## config.mk

```make
export PLATFORM = sky130hd
export DESIGN_NAME = lector_contadores
export DESIGN_NICKNAME = d
export VERILOG_FILES = /design/src/rtl/lector_contadores_pkg.sv /design/src/rtl/lector_contadores.sv
export SDC_FILE = /design/constraint.sdc
export NUM_CORES = 1
export LEC_CHECK = 0
export BUFFER_PORTS_ARGS = -buffer_cell sky130_fd_sc_hd__clkbuf_2
export CAP_MARGIN = 20
export CELL_PAD_IN_SITES_DETAIL_PLACEMENT = 1
export CELL_PAD_IN_SITES_GLOBAL_PLACEMENT = 1
export CORE_ASPECT_RATIO = 1.75
export CORE_UTILIZATION = 35
export DETAILED_ROUTE_END_ITERATION = 12
export PLACE_DENSITY = 0.66
export SLEW_MARGIN = 25
export SYNTH_ARGS = -nofsm -noshare
export SYNTH_HDL_FRONTEND = slang
export SYNTH_SLANG_ARGS = --single-unit
```

## constraint.sdc

```tcl
create_clock -name clk -period 3 [get_ports clk]
set_input_delay 0.6 -clock clk [delete_from_list [all_inputs] [get_ports clk]]
set_output_delay 0.6 -clock clk [all_outputs]
set_load 0.01 [all_outputs]
```

## src/rtl/lector_contadores_pkg.sv

```systemverilog
// Shared constants and FSM state encoding for the counter read-back initiator.
package lector_contadores_pkg;

    localparam int CNT_W   = 5;
    localparam int NUM_CNT = 4;
    localparam int IDX_W   = 2;
    localparam int TOT_W   = CNT_W + 2;

    typedef enum logic [1:0] {
        S_IDLE = 2'd0,
        S_REQ  = 2'd1,
        S_CAP  = 2'd2,
        S_DONE = 2'd3
    } state_t;

endpackage

```

## src/rtl/lector_contadores.sv

```systemverilog
// Sweeps counter indexes 0..NUM_CNT-1 over req/idx and publishes an atomic
// snapshot, its sum and a per-index error mask.
module lector_contadores #(
    parameter int CNT_W   = lector_contadores_pkg::CNT_W,
    parameter int NUM_CNT = lector_contadores_pkg::NUM_CNT,
    parameter int IDX_W   = lector_contadores_pkg::IDX_W
) (
    input  logic                     clk,
    input  logic                     reset,
    input  logic                     start,
    input  logic                     IDLE,
    input  logic                     valid_contador,
    input  logic [CNT_W-1:0]         contador_out,
    output logic                     req,
    output logic [IDX_W-1:0]         idx,
    output logic                     busy,
    output logic                     done,
    output logic [NUM_CNT*CNT_W-1:0] snapshot,
    output logic [CNT_W+1:0]         total,
    output logic [NUM_CNT-1:0]       err_mask
);
    import lector_contadores_pkg::state_t;
    import lector_contadores_pkg::S_IDLE;
    import lector_contadores_pkg::S_REQ;
    import lector_contadores_pkg::S_CAP;
    import lector_contadores_pkg::S_DONE;

    localparam int SUM_W = CNT_W + 2;

    state_t                     state_r;
    state_t                     state_nxt_s;
    logic [IDX_W-1:0]           idx_r;
    logic [NUM_CNT*CNT_W-1:0]   work_r;
    logic [NUM_CNT-1:0]         werr_r;
    logic [NUM_CNT*CNT_W-1:0]   snapshot_r;
    logic [NUM_CNT-1:0]         err_r;
    logic [SUM_W-1:0]           total_r;
    logic [SUM_W-1:0]           sum_s;
    logic                       busy_r;
    logic                       done_r;
    logic                       last_s;

    assign last_s = (idx_r == IDX_W'(NUM_CNT - 1));

    // Next-state logic of the sweep FSM.
    always_comb begin
        state_nxt_s = state_r;
        case (state_r)
            S_IDLE: begin
                if (start) begin
                    state_nxt_s = S_REQ;
                end else begin
                    state_nxt_s = S_IDLE;
                end
            end
            S_REQ: begin
                if (IDLE) begin
                    state_nxt_s = S_CAP;
                end else begin
                    state_nxt_s = S_REQ;
                end
            end
            S_CAP: begin
                if (last_s) begin
                    state_nxt_s = S_DONE;
                end else begin
                    state_nxt_s = S_REQ;
                end
            end
            S_DONE:  state_nxt_s = S_IDLE;
            default: state_nxt_s = S_IDLE;
        endcase
    end

    // Sum of the working slots, loaded into total when the sweep completes.
    always_comb begin
        sum_s = '0;
        for (int i = 0; i < NUM_CNT; i++) begin
            sum_s = sum_s + SUM_W'(work_r[i*CNT_W +: CNT_W]);
        end
    end

    // State register plus busy/done, derived from the next state so that
    // done rises in the cycle S_DONE is occupied and busy falls with it.
    always_ff @(posedge clk or negedge reset) begin
        if (!reset) begin
            state_r <= S_IDLE;
            busy_r  <= 1'b0;
            done_r  <= 1'b0;
        end else begin
            state_r <= state_nxt_s;
            busy_r  <= (state_nxt_s == S_REQ) || (state_nxt_s == S_CAP);
            done_r  <= (state_nxt_s == S_DONE);
        end
    end

    // Index, working capture slots and the published results.
    always_ff @(posedge clk or negedge reset) begin
        if (!reset) begin
            idx_r      <= '0;
            work_r     <= '0;
            werr_r     <= '0;
            snapshot_r <= '0;
            err_r      <= '0;
            total_r    <= '0;
        end else begin
            case (state_r)
                S_IDLE: begin
                    if (start) begin
                        idx_r  <= '0;
                        work_r <= '0;
                        werr_r <= '0;
                    end
                end
                S_CAP: begin
                    // The responder drives a value only when valid; otherwise the slot reads 0.
                    if (valid_contador) begin
                        work_r[idx_r*CNT_W +: CNT_W] <= contador_out;
                    end else begin
                        work_r[idx_r*CNT_W +: CNT_W] <= '0;
                        werr_r[idx_r]                <= 1'b1;
                    end
                    if (!last_s) begin
                        idx_r <= idx_r + IDX_W'(1);
                    end
                end
                S_DONE: begin
                    snapshot_r <= work_r;
                    err_r      <= werr_r;
                    total_r    <= sum_s;
                end
                default: begin
                end
            endcase
        end
    end

    assign req      = (state_r == S_REQ) && IDLE;
    assign idx      = idx_r;
    assign busy     = busy_r;
    assign done     = done_r;
    assign snapshot = snapshot_r;
    assign total    = total_r;
    assign err_mask = err_r;

endmodule

```

==> impl_metrics.ini <==
[outcome]
status = finished with violations
violations = DRC

[grt]
grt_pass1_vias = 2253
globalRouteTotalUtil_pct = 18.2
grt_overflow_total = 0
grt_pass1_wl_um = 11500
grt_max_degree = 33
antenna_found_initial = 0

[synthesis]
synthTopCellsByArea = dfrtp_1 (53%), a22o_1 (7.0%), fa_1 (7.0%)
ys_types = 32
yosys_warnings = 0
synth_top_area_share_pct = 53.1
seq_area_frac_synth_pct = 53.1
synth_async_sr_flop_share_pct = 100
synth_flop_cell = dfrtp_1
synth.ff_latch_count = 61
synth_fp_nets = 278
synth_area_um2 = 2880
synth_largest_area_cell = dfrtp_1
synth_edf_count = 0
syn_avg_cell_area_um2 = 11.6
syn_inst = 247

[route]
wl_met1_um = 2650
wl_met3_um = 257
dr_wl_met2_um = 3680
avgViaCountPerCell = 5.09
drc = 4
drtIter0Drc = 74
wirelength_um = 6800
top_layer = met4
drt_first_pass_iters = 8
drt.antenna.violating_nets = 0
vias = 2004
wl_per_cell_um = 17.3

[setup_path]
end_kind = flip-flop
cp_top_family = adder cells
slowest_delay_ps = 530
cp_num_buf_inv = 3
crit_type = flip-flop to flip-flop
cp_cell_sequence = inv_1 > fa_1 > inv_1 > fa_1 > ha_2 > inv_1 > fa_1 > nand2b_1 > a2111oi_2 > nand3b_1
cp_slowest_cell = fa_1
cp.required_ps = 3260
path_max_fanout = 3
critPathLaunchType = flip-flop
worstPathArrival_ps = 3130

[clocking]
cts.sinks = 61
clockBufferDepth = 2
cts_tree = yes
cts_made_buffers = 9
cts_setup_buffers = 0
hold_buffers = 0
clk_latency_ps = 320
clk_pin_slew_ps = 50
h-tree-depth = 3
root_buffer = clkbuf_16

[cells_and_area]
final_nets = 331
fill_cells = 889
final_common_cell = dfrtp_1
synthToLayoutAreaGrowth_pct = 22.1
seq_area_um2 = 1530
final_cell_mix = dfrtp_1 (61), clkbuf_2 (45), inv_1 (30), nand2_1 (25), a22o_1 (23)
diodes = 0
layout-drive-gt1-share_pct = 26.0
multi_input_area_um2 = 1200

[placement]
io_buffers = 45
gp_congestion = 0.754
place_ws_ps = 38.1
dp_hpwl_um = 4990

[pwr]
power_density_nw_per_um2 = 805
power_frac_clock_pct = 35.9
switchingPower_uw = 889
ir_drop_mv = 0.445
p_int_mw = 1.94
p_leak_nw = 1.78
fin_total_pwr_mw = 2.83
swShare_pct = 31.4
seqPwrFrac_pct = 36.8
comb_power_share_pct = 27.3

[die]
io-pin-count = 46
row_count = 43
coreArea_um2 = 7960
fp.dieW_um = 70.5
die_h_um = 122
dieArea_um2 = 8600
initial_utilization_pct = 36.1

[timing]
setup_viol = 0
slew_violations = 0
hold_viol = 0
relSlewSlack_pct = 44.9
period_needed_ps = 2880
fmax_ghz = 0.348
finClkSkew_ps = 2.65
tightest_slew_ps = 824
setup-tns-final_ps = 0
rsz0062_at_grt = false
post-route-period-util_pct = 95.9
layout_setup_ws_ps = 124
holdWs_ps = 359

[worst_hold_path]
min_path_type = input port to asynchronous set/reset pin

[flow_run]
maxCapViolCount = 0
-- state kept, by name, summed over array words and instances, names as in the netlist --
register and count:
work_r 20, total 7, snapshot 20, idx 2, state_r 2, done 1
werr_r 4, busy 1, err_mask 4
-- area by class of cell --
| class | count | share of cell area [%] |
|---|---|---|
| tap | 90 | 3.21 |
| clock buffer | 14 | 7.52 |
| multi-input combinational | 148 | 34.3 |
| sequential | 61 | 43.5 |
| clock inverter | 1 | 0.855 |
| inverter | 30 | 3.21 |
| timing repair buffer | 50 | 7.48 |
-- kinds of logic after synthesis --
group	share of synthesized area [%]
flip-flops	53.1
buffers and inverters	5.35
AND/OR/NAND/NOR	9.05
multiplexers	4.70
AO/OA/AOI/OAI	15.8
adder cells (fa/ha/maj)	11.7
XOR/XNOR	0.305
-- what timing repair did --
item                                    in CTS  in global routing
hold endpoints to repair                     0                  0
endpoints found under the setup margin       0                  1
gates resized for setup                      0                  3
-- final timing paths --
check                                  from           end  slack [ps]  cells past startpoint
worst max-delay path              work_r[1]      total[5]         120                     10
worst min-delay path                  reset   err_mask[1]         360                      1
worst max register to register    work_r[1]      total[5]         120                     10
worst min register to register  snapshot[3]   snapshot[3]         480                      2
max in group asynchronous             reset  snapshot[19]        1890                      2
min in group clk                snapshot[3]   snapshot[3]         480                      2
-- power groups by stage --
stage | sequential, mW | combinational, mW | clock (mW)
after floorplan | 1.09 | 0.452 | 0
after global placement | 1.05 | 0.767 | 0
after detailed placement | 1.06 | 0.783 | 0
after CTS | 1.04 | 0.788 | 1.04
after global routing | 1.06 | 0.869 | 1.08
final | 1.04 | 0.773 | 1.01
-- Yosys cell counts (2+ instances only) --
master / instances
dfrtp_1: 61
inv_1: 30
nand2_1: 25
a22o_1: 23
o21ai_0: 17
mux2_2: 12
ha_1: 11
fa_1: 10
nor2_1: 10
a21oi_1: 9
buf_2: 6
a21o_1: 5
nand2b_1: 3
nand3b_1: 3
a2111oi_0: 2
and4b_1: 2
nand3_1: 2
o31ai_1: 2
-- layer usage --
metal	vias up	global-route usage, %
li1	954	-
met1	993	20.5
met2	43	31.1
met3	14	4.96
met4	0	9.82
met5	-	0
-- through the flow --
| step | cell area, um2 | cells | util [%] |
|---|---|---|---|
| 6_report | 3510 | 394 | 44.1 |
| 5_1_grt | 3510 | 394 | 44.1 |
| 4_1_cts | 3500 | 394 | 44.0 |
| 3_5_place_dp | 3210 | 379 | 40.3 |
| 3_3_place_gp | 3210 | 379 | 40.3 |
| 2_1_floorplan | 2880 | 247 | - |
Note: power is estimated with default switching activity, not from simulation.
